===== src/rtl/keypad_entry.sv =====
// rtl/keypad_entry.sv - keypad digit collection, submit strobe and lockout policy
//
// Purpose: accepts debounced key presses, assembles up to three BCD digits into
// a 12-bit code, strobes the password comparator with a compare pulse, and
// applies clear, short-entry, inactivity-timeout and wrong-code lockout policy.
//
// Ports:
//   clk        in   system clock, rising edge
//   rst_n      in   asynchronous active-low reset
//   key_valid  in   debounced key-held level
//   key_code   in   4-bit key: 0-9 digit, A clear, B enter, C-F ignored
//   lock       in   comparator result, 1 = match
//   pass_in    out  entered code, first digit in [11:8]
//   enb        out  compare pulse, PULSE_CYCLES wide
//   digit_cnt  out  digits held, 0-3
//   short_err  out  one-cycle pulse on enter with fewer than 3 digits
//   timeout    out  one-cycle pulse when a partial entry is discarded
//   locked_out out  high during lockout

module keypad_entry #(
  parameter int PULSE_CYCLES   = 2,
  parameter int TIMEOUT_CYCLES = 50_000_000,
  parameter int MAX_FAILS      = 3,
  parameter int LOCKOUT_CYCLES = 500_000_000
) (
  input  logic        clk,
  input  logic        rst_n,
  input  logic        key_valid,
  input  logic [3:0]  key_code,
  input  logic        lock,
  output logic [11:0] pass_in,
  output logic        enb,
  output logic [1:0]  digit_cnt,
  output logic        short_err,
  output logic        timeout,
  output logic        locked_out
);

  // Counters only ever hold 0..LIMIT-1, so $clog2(LIMIT) bits never wrap.
  localparam int PW = (PULSE_CYCLES   > 1) ? $clog2(PULSE_CYCLES)   : 1;
  localparam int TW = (TIMEOUT_CYCLES > 1) ? $clog2(TIMEOUT_CYCLES) : 1;
  localparam int FW = (MAX_FAILS      > 1) ? $clog2(MAX_FAILS)      : 1;
  localparam int LW = (LOCKOUT_CYCLES > 1) ? $clog2(LOCKOUT_CYCLES) : 1;

  localparam logic [PW-1:0] PULSE_LAST = PW'(PULSE_CYCLES - 1);
  localparam logic [TW-1:0] TIMER_LAST = TW'(TIMEOUT_CYCLES - 1);
  localparam logic [FW-1:0] FAIL_LAST  = FW'(MAX_FAILS - 1);
  localparam logic [LW-1:0] LOCK_LAST  = LW'(LOCKOUT_CYCLES - 1);

  typedef enum logic [2:0] {
    S_IDLE,
    S_ENTRY,
    S_FULL,
    S_SUBMIT,
    S_LOCKOUT
  } state_t;

  state_t        r_state, w_state_nxt;
  logic          r_key_prev;
  logic [11:0]   r_pass, w_pass_nxt;
  logic [1:0]    r_cnt, w_cnt_nxt;
  logic          r_enb, w_enb_nxt;
  logic          r_short, w_short_nxt;
  logic          r_timeout, w_timeout_nxt;
  logic [FW-1:0] r_fails, w_fails_nxt;
  logic [TW-1:0] r_timer, w_timer_nxt;
  logic [PW-1:0] r_pulse, w_pulse_nxt;
  logic [LW-1:0] r_lock_tmr, w_lock_tmr_nxt;

  logic w_accept;
  logic w_is_digit;
  logic w_is_clear;
  logic w_is_enter;

  // A press is the rising edge of key_valid; key_prev powers up high so a key
  // held through reset release is not taken as a new press.
  assign w_accept   = key_valid & ~r_key_prev;
  assign w_is_digit = (key_code <= 4'd9);
  assign w_is_clear = (key_code == 4'hA);
  assign w_is_enter = (key_code == 4'hB);

  always_ff @(posedge clk or negedge rst_n) begin
    if (!rst_n) begin
      r_state    <= S_IDLE;
      r_key_prev <= 1'b1;
      r_pass     <= '0;
      r_cnt      <= '0;
      r_enb      <= 1'b0;
      r_short    <= 1'b0;
      r_timeout  <= 1'b0;
      r_fails    <= '0;
      r_timer    <= '0;
      r_pulse    <= '0;
      r_lock_tmr <= '0;
    end else begin
      r_state    <= w_state_nxt;
      r_key_prev <= key_valid;
      r_pass     <= w_pass_nxt;
      r_cnt      <= w_cnt_nxt;
      r_enb      <= w_enb_nxt;
      r_short    <= w_short_nxt;
      r_timeout  <= w_timeout_nxt;
      r_fails    <= w_fails_nxt;
      r_timer    <= w_timer_nxt;
      r_pulse    <= w_pulse_nxt;
      r_lock_tmr <= w_lock_tmr_nxt;
    end
  end

  always_comb begin
    w_state_nxt    = r_state;
    w_pass_nxt     = r_pass;
    w_cnt_nxt      = r_cnt;
    w_enb_nxt      = r_enb;
    w_short_nxt    = 1'b0;
    w_timeout_nxt  = 1'b0;
    w_fails_nxt    = r_fails;
    w_timer_nxt    = r_timer;
    w_pulse_nxt    = r_pulse;
    w_lock_tmr_nxt = r_lock_tmr;

    case (r_state)
      S_IDLE: begin
        w_timer_nxt = '0;
        if (w_accept) begin
          if (w_is_digit) begin
            w_pass_nxt  = {r_pass[7:0], key_code};
            w_cnt_nxt   = 2'd1;
            w_state_nxt = S_ENTRY;
          end else if (w_is_enter) begin
            w_short_nxt = 1'b1;
          end
        end
      end

      S_ENTRY, S_FULL: begin
        // A press (even an ignored one) wins over expiry in the same cycle.
        if (w_accept) begin
          w_timer_nxt = '0;
          if (w_is_digit) begin
            if (r_state == S_ENTRY) begin
              w_pass_nxt = {r_pass[7:0], key_code};
              w_cnt_nxt  = r_cnt + 2'd1;
              if (r_cnt == 2'd2) begin
                w_state_nxt = S_FULL;
              end
            end
          end else if (w_is_clear) begin
            w_pass_nxt  = '0;
            w_cnt_nxt   = '0;
            w_state_nxt = S_IDLE;
          end else if (w_is_enter) begin
            if (r_state == S_FULL) begin
              w_enb_nxt   = 1'b1;
              w_pulse_nxt = '0;
              w_state_nxt = S_SUBMIT;
            end else begin
              w_short_nxt = 1'b1;
              w_pass_nxt  = '0;
              w_cnt_nxt   = '0;
              w_state_nxt = S_IDLE;
            end
          end
        end else if (r_timer == TIMER_LAST) begin
          w_timeout_nxt = 1'b1;
          w_pass_nxt    = '0;
          w_cnt_nxt     = '0;
          w_timer_nxt   = '0;
          w_state_nxt   = S_IDLE;
        end else begin
          w_timer_nxt = r_timer + TW'(1);
        end
      end

      S_SUBMIT: begin
        // pass_in is held for the whole pulse; lock is read on its final cycle.
        if (r_pulse == PULSE_LAST) begin
          w_enb_nxt  = 1'b0;
          w_pass_nxt = '0;
          w_cnt_nxt  = '0;
          if (lock) begin
            w_fails_nxt = '0;
            w_state_nxt = S_IDLE;
          end else if (r_fails == FAIL_LAST) begin
            w_fails_nxt    = '0;
            w_lock_tmr_nxt = '0;
            w_state_nxt    = S_LOCKOUT;
          end else begin
            w_fails_nxt = r_fails + FW'(1);
            w_state_nxt = S_IDLE;
          end
        end else begin
          w_pulse_nxt = r_pulse + PW'(1);
        end
      end

      S_LOCKOUT: begin
        if (r_lock_tmr == LOCK_LAST) begin
          w_lock_tmr_nxt = '0;
          w_state_nxt    = S_IDLE;
        end else begin
          w_lock_tmr_nxt = r_lock_tmr + LW'(1);
        end
      end

      default: begin
        w_state_nxt = S_IDLE;
      end
    endcase
  end

  assign pass_in    = r_pass;
  assign enb        = r_enb;
  assign digit_cnt  = r_cnt;
  assign short_err  = r_short;
  assign timeout    = r_timeout;
  assign locked_out = (r_state == S_LOCKOUT);

endmodule


===== config.mk =====
export PLATFORM = sky130hd
export DESIGN_NAME = keypad_entry
export DESIGN_NICKNAME = d
export VERILOG_FILES = /design/src/rtl/keypad_entry.sv
export SDC_FILE = /design/constraint.sdc
export NUM_CORES = 1
export LEC_CHECK = 0
export CAP_MARGIN = 20
export CELL_PAD_IN_SITES_DETAIL_PLACEMENT = 1
export CELL_PAD_IN_SITES_GLOBAL_PLACEMENT = 1
export CORE_UTILIZATION = 40
export CTS_CLUSTER_DIAMETER = 120
export DETAILED_ROUTE_END_ITERATION = 8
export PLACE_DENSITY = 0.72
export SLEW_MARGIN = 0
export SYNTH_ARGS = -nofsm -noshare
export SYNTH_HDL_FRONTEND = slang
export SYNTH_SLANG_ARGS = --single-unit

===== constraint.sdc =====
create_clock -name clk -period 4.21 [get_ports clk]
set_input_delay 0.421 -clock clk [delete_from_list [all_inputs] [get_ports clk]]
set_output_delay 0.421 -clock clk [all_outputs]
set_load 0.05 [all_outputs]

==> reports/qor.csv <==
metric,value,unit
count of final hold-check violations,0,
static leakage power,2.01,nW
setup slack after placement,1130,ps
post-cts sizing count,0,
worst-path cell chain,ha_1 > nand3_1 > nor4_1 > a21oi_2 > nor4_4 > buf_4 > mux2i_1,
die area,0.0111,mm²
startpoint of the most critical setup path,r_timer[0],
share of synthesized flip-flops with an asynchronous set or reset,100,%
proportion of power drawn by flip-flops and latches,51.7,%
Worst Slack Setup Final,1150,ps
outcome,completed,
Sw Share,23.5,%
"Buf+Inv Stages, Crit Path",1,
post-synthesis cell count,465,
routed via count divided by cell count,5.68,
worst rel slew slack,39.6,%
Switch Pwr,0.359,mW
maximum number of pins on one net before global-route repair,80,
flop2flop setup slack,1150,ps
violation count after the first detailed-routing iteration,128,
warnings from Yosys,0,
count of cell instances traversed by the critical path,7,
capture point of the worst reg-to-reg path,pass_in[6],
insertion delay to the later sink of the worst-skew pair,360,ps
Layout area overhead,14.1,%
M1 wire length,4890,µm
placeable core region,0.0103,mm²
Ports,26,
CTS buffer count,9,
highest fanout seen on the critical path,19,
Fillers,1192,
number of buffers inserted by port buffering,25,
clock skew,13.4,ps
routed length on met3,245,µm
die height,105,µm
number of antenna violations at the first check in global routing,0,
final global-route overflow total,0,
total wirelength of the detailed-routed design,10200,µm
fraction of the yosys area taken by sequential cells,46.5,%
max-cap violation count,0,
post-layout instance count excluding filler cells,625,
Setup Crit Path Kind,flip-flop to flip-flop,
cell-internal power,1.17,mW
cell at the root of the clock tree,sky130_fd_sc_hd__clkbuf_8,
fraction of layout cells with a size suffix above 1,7.16,%
most common flop cell mapped by yosys,sky130_fd_sc_hd__dfrtp_1,
family with the most delay on the worst path,simple AND/OR/NAND/NOR gates,
FF-to-FF path depth,7,
largest incremental delay on the critical path,730,ps
Final setup violation count,0,
type of the most critical hold path,input pin to asynchronous set/reset pin,
"Non-Filler Cell Area, Final",0.00486,mm²
die boundary width,105,µm
Starting Density,41.2,%
final period utilization,72.8,%
Fin Setup TNS,0,ps
number of unique standard cell types used by synthesis,53,
remaining routing DRC violations,0,
critical path arrival,3340,ps
routed wirelength normalized by instance count,16.3,µm
number of levels in the clock H-tree,3,
critical path endpoint,pass_in[6],
clock network fraction of total power,41.6,%
flop and latch count out of synthesis,79,
clock period minus worst slack,3060,ps
CTS tree,done,
Ant. Diodes,0,
half-perimeter wire length after detailed placement,6900,µm
Max Used Layer,met4,
netlist area before placement,0.00425,mm²
clk slew on worst S/H paths,80,ps
worst hold-check slack,31.8,ps
final net count,497,
global-route wire length before repair,18200,µm
vias,3552,
type of destination of the critical path,flip-flop,
transition time at the pin with the least slew margin,906,ps
Detailed Routing Iterations Pass 1,4,
"antenna viol nets, final",0,
number of sinks on the clock net,79,
via count of the first global-routing pass,3776,
Final GP Congestion,0.749,
top achievable clock speed,0.326,GHz
unrepaired setup endpoints after global routing,no,
setup repair bufs after CTS,0,
required time of the critical path,4490,ps
met2 wire len,5010,µm
CTS Buffer Depth,2,
combinational share of power,6.7,%
Mapped Nets,476,
dpl cells,609,
average size of a mapped cell,9.15,µm²
global-route usage over all layers,20.4,%
worst vdd rail ir drop,0.137,mV
count of flip-flops with a built-in enable after synthesis,0,
final number of max-transition violations,0,
slowest CP cell,sky130_fd_sc_hd__nor4_4,
crit start category,flip-flop,
power per unit of standard cell area,315,mW/mm²
count of hold buffers inserted by post-cts repair,0,
dpl cell area,0.00461,mm²
startpoint of the lowest-slack register-to-register path,r_timer[0],
row count,37,
[metal layers]
layer | up-vias | global-route usage (%)
met3 | 6 | 3.81
met1 | 1794 | 26.8
met4 | 0 | 5.43
met5 | - | 0
met2 | 43 | 34.5
li1 | 1709 | -
[synth_stat cells, drive strengths merged, types with 6 or more instances]
master  instances  area share [%]
a21o           11             1.9
and2            7             1.0
inv            22             1.9
xor2           11             2.3
nor4           13             2.6
o21ai          33             3.9
clkbuf         18             1.6
dfrtp          78              46
nor2           36             3.2
xnor2           6             1.2
mux2            6             1.6
nand4          13             1.9
and3            6            0.88
nor3           12             1.4
mux2i          13             3.1
or3            12             1.8
o31ai           6             1.1
nand3          22             2.6
nand2          58             5.1
a21oi          23             2.8
[power by group through the flow]
stage | Combinational [mW] | Clock, mW | Sequential, mW
finish | 0.102 | 0.636 | 0.792
global route | 0.114 | 0.682 | 0.794
CTS | 0.102 | 0.657 | 0.792
detailed placement | 0.102 | 0 | 0.806
global placement | 0.0997 | 0 | 0.805
floorplan | 0.0262 | 0 | 0.831
[sequential cells by signal, indices dropped and copies added, names as in the netlist]
name        cells
enb             1
r_state         3
digit_cnt       2
r_pulse         1
r_lock_tmr     29
timeout         1
r_key_prev      1
r_fails         2
short_err       1
pass_in        12
r_timer        26
[stage by stage]
stage,total power [mW],utilization (%)
after global placement,0.905,44.6
after floorplan,0.858,-
after global routing,1.59,47.0
final,1.53,47.0
after detailed placement,0.908,44.6
after CTS,1.55,46.8
[final cells by class]
type | count | area (µm²) | share of cell area, %
flip-flops and latches | 79 | 1980 | 40.7
well taps | 136 | 170 | 3.50
clock inverters | 3 | 67.6 | 1.39
inverters | 22 | 82.6 | 1.70
multi-input cells | 344 | 2110 | 43.5
repair buffers | 30 | 295 | 6.08
clock buffers | 11 | 151 | 3.12
[worst min-delay path by stage]
stage	endpoint	slack [ps]	cells after the start
2_1_floorplan	digit_cnt[0]	130	0
3_3_place_gp	r_fails[1]	510	1
3_5_place_dp	pass_in[8]	510	2
4_1_cts	r_lock_tmr[6]	280	1
5_1_grt	r_lock_tmr[9]	70	1
6_report	r_lock_tmr[5]	30	1
[placed cells by master (no fill, tap or decap), types with 2 or more instances in the layout]
cell,count
sky130_fd_sc_hd__clkbuf_8,11
sky130_fd_sc_hd__inv_1,22
sky130_fd_sc_hd__bufinv_16,2
sky130_fd_sc_hd__nor4_1,11
sky130_fd_sc_hd__nor3_1,12
sky130_fd_sc_hd__and3b_1,2
sky130_fd_sc_hd__nor4_4,2
sky130_fd_sc_hd__or3_1,12
sky130_fd_sc_hd__and2_1,7
sky130_fd_sc_hd__or2_2,3
sky130_fd_sc_hd__nand2_1,58
sky130_fd_sc_hd__nor3b_1,5
sky130_fd_sc_hd__o21a_1,3
sky130_fd_sc_hd__buf_4,4
sky130_fd_sc_hd__ha_1,3
sky130_fd_sc_hd__mux2i_1,13
sky130_fd_sc_hd__nor2_1,36
sky130_fd_sc_hd__nand4bb_1,2
sky130_fd_sc_hd__a21o_1,11
sky130_fd_sc_hd__nor4b_1,2
sky130_fd_sc_hd__xor2_1,11
sky130_fd_sc_hd__o41ai_1,2
sky130_fd_sc_hd__clkdlybuf4s50_1,24
sky130_fd_sc_hd__or4b_1,2
sky130_fd_sc_hd__mux2_2,6
sky130_fd_sc_hd__a22o_1,4
sky130_fd_sc_hd__dfrtp_1,78
sky130_fd_sc_hd__nand4b_1,4
sky130_fd_sc_hd__nand4_1,13
sky130_fd_sc_hd__or4_1,5
sky130_fd_sc_hd__nand3_1,22
sky130_fd_sc_hd__o21ai_0,32
sky130_fd_sc_hd__and3_1,6
sky130_fd_sc_hd__o31ai_1,6
sky130_fd_sc_hd__nor4bb_1,2
sky130_fd_sc_hd__and4_1,2
sky130_fd_sc_hd__a21oi_1,22
sky130_fd_sc_hd__xnor2_1,6
sky130_fd_sc_hd__nor2b_1,2
[kinds of logic (layout without fill, tap and decap cells)]
group,after synthesis,in the layout,share of synthesized area (%)
AND/OR/NAND/NOR,214,214,27.3
AO/OA/AOI/OAI,91,91,13.3
flip-flops,79,79,46.5
buffers and inverters,42,66,3.88
multiplexers,19,19,4.65
XOR/XNOR,17,17,3.50
adder cells (fa/ha/maj),3,3,0.882
Power figures use the tool's default switching activity.
==> variant, RTL diff (same flow settings) <==
Add an input register stage for `key_valid`, `key_code` and `lock`, cleared by the reset; this delays them by one clock. Comments in the files are not updated.
--- a/src/rtl/keypad_entry.sv
+++ b/src/rtl/keypad_entry.sv
@@ -56,4 +56,20 @@
   } state_t;
 
+  logic key_valid_q;
+  logic [3:0] key_code_q;
+  logic lock_q;
+
+  always_ff @(posedge clk or negedge rst_n) begin
+    if (!rst_n) begin
+      key_valid_q <= '0;
+      key_code_q  <= '0;
+      lock_q      <= '0;
+    end else begin
+      key_valid_q <= key_valid;
+      key_code_q  <= key_code;
+      lock_q      <= lock;
+    end
+  end
+
   state_t        r_state, w_state_nxt;
   logic          r_key_prev;
@@ -75,8 +91,8 @@
   // A press is the rising edge of key_valid; key_prev powers up high so a key
   // held through reset release is not taken as a new press.
-  assign w_accept   = key_valid & ~r_key_prev;
-  assign w_is_digit = (key_code <= 4'd9);
-  assign w_is_clear = (key_code == 4'hA);
-  assign w_is_enter = (key_code == 4'hB);
+  assign w_accept   = key_valid_q & ~r_key_prev;
+  assign w_is_digit = (key_code_q <= 4'd9);
+  assign w_is_clear = (key_code_q == 4'hA);
+  assign w_is_enter = (key_code_q == 4'hB);
 
   always_ff @(posedge clk or negedge rst_n) begin
@@ -95,5 +111,5 @@
     end else begin
       r_state    <= w_state_nxt;
-      r_key_prev <= key_valid;
+      r_key_prev <= key_valid_q;
       r_pass     <= w_pass_nxt;
       r_cnt      <= w_cnt_nxt;
@@ -125,5 +141,5 @@
         if (w_accept) begin
           if (w_is_digit) begin
-            w_pass_nxt  = {r_pass[7:0], key_code};
+            w_pass_nxt  = {r_pass[7:0], key_code_q};
             w_cnt_nxt   = 2'd1;
             w_state_nxt = S_ENTRY;
@@ -140,5 +156,5 @@
           if (w_is_digit) begin
             if (r_state == S_ENTRY) begin
-              w_pass_nxt = {r_pass[7:0], key_code};
+              w_pass_nxt = {r_pass[7:0], key_code_q};
               w_cnt_nxt  = r_cnt + 2'd1;
               if (r_cnt == 2'd2) begin
@@ -179,5 +195,5 @@
           w_pass_nxt = '0;
           w_cnt_nxt  = '0;
-          if (lock) begin
+          if (lock_q) begin
             w_fails_nxt = '0;
             w_state_nxt = S_IDLE;
Formal check against the unedited RTL: not equivalent (a bounded check fails within 4 cycles, from zero or initial values and one cycle with rst_n low).
==> variant against the original RTL <==
Sequential cell count grew 6. Global-route usage fell by 1.1 points. Synthesized area is 1.0% higher. Worst setup slack improved by 0.081 ns. Design area rose by 1.2%. Sequential share of layout area increased by 2.6 points. Wire length fell by 3.4%.
Power is not compared: it rests on default switching activity, and its combinational part moved more than twofold at a synthesized area within 25%.
==> variant: results (changes against the original RTL) <==
period_minus_slack_ns: 2.98  # -0.0810 ns
synth_fa_ha_area_share_pct: 0.873  # -0.0090 points
inverters: 21  # -4.5%
path_delay_family: "compound AO/OA/AOI/OAI gates"
max_stage_delay_ns: 0.67  # -0.06 ns
nMultiInputCombCells: 320  # -7.0%
layout.nonclk_buf_share_pct: 5.96  # -0.13 points
fp.dieW_um: 106  # +0.50%
netlist-cell-type-count: 64  # +21%
min_path_type: "register to register"
r2r_cells: 7  # unchanged
grt_pass1_wl_um: 16900  # -7.5%
buffers: 28  # -6.7%
area.growth.synth_to_final_pct: 14.4
crit_fanout: 14  # -5
rr_endpoint: "digit_cnt[0]$_DFFE_PN0P_"
multi_input_area_share_pct: 40.7  # -2.8 points
track_usage_pct: 19.3  # -1.1 points
layout.cells.non_filler: 605  # -3.2%
nets: 476  # -4.2%
clkCellAreaFrac_pct: 5.01  # +0.50 points
grt_start_max_net_pins: 86  # +7.5%
synthXorXnorAreaFrac_pct: 8.97  # +5.5 points
cts-htree-levels: 3  # unchanged
syn_area_per_cell_um2: 9.77  # +6.8%
cp_slowest_cell: "a311o_1"
synth_compound_area_share_pct: 7.19  # -6.1 points
synth_nets: 451  # -5.3%
gp_congestion: 0.765  # +2.1%
first_iter_violations: 99  # -23%
register_area_um2: 2130  # +7.6%
dp_cells: 588  # -3.4%
synthMuxAreaShare_pct: 3.87  # -0.78 points
post_dp_cell_area_um2: 4630  # +0.49%
arrival_ns: 3.23  # -0.11 ns
seq_area_frac_synth_pct: 49.5  # +3.0 points
skew_ns: 0.0110  # -0.00244 ns
status: "finished, final reports clean"
slew_headroom_pct: 36.2  # -3.4 points
whs_ns: 0.381  # +0.349 ns
drt-wirelength-per-cell_um: 16.3  # -0.20%
nFlopsAndLatches: 85  # +7.6%
nClkBuffers: 11  # unchanged
drive_gt1_share_pct: 8.96  # +1.8 points
grt_pass1_vias: 3447  # -8.7%
viasPerCell: 5.36  # -5.7%
hpwl_um: 6820  # -1.2%
p_seq_share_pct: 38.1
synthTopCellsByCount: "dfrtp_1, nor2_1, nand2_1, xor2_1, inv_1"
dp_slack_ns: 1.23  # +0.0995 ns
-- variant: routing by layer --
metal  GRT usage (%)  vias up  part of all wire (%)  wire, um
met5               0        -                     0         0
met4            9.52        0                   2.4       236
met3            3.40       19                   2.1       212
met2            30.9       34                    49      4800
met1            25.3     1625                    47      4620
li1                -     1565                     -         -
-- variant: cell families after synthesis --
family / Yosys count
AND/OR/NAND/NOR: 212
flip-flops: 85
AO/OA/AOI/OAI: 46
XOR/XNOR: 44
buffers and inverters: 35
multiplexers: 15
adder cells (fa/ha/maj): 3
-- variant: worst register-to-register path, cell delays in order (launching register included) --
cell and delay, ns:
dfrtp_1 0.39, ha_1 0.21, nand3_2 0.13, or4_4 0.57
o211ai_4 0.29, nand3_2 0.19, a311o_1 0.67, mux2_4 0.42
-- variant: repair_timing --
action | in CTS | in global routing
setup buffers | 0 | 0
endpoints found under the hold margin | 0 | 1
hold buffers | 0 | 1
resized for setup | 0 | 0
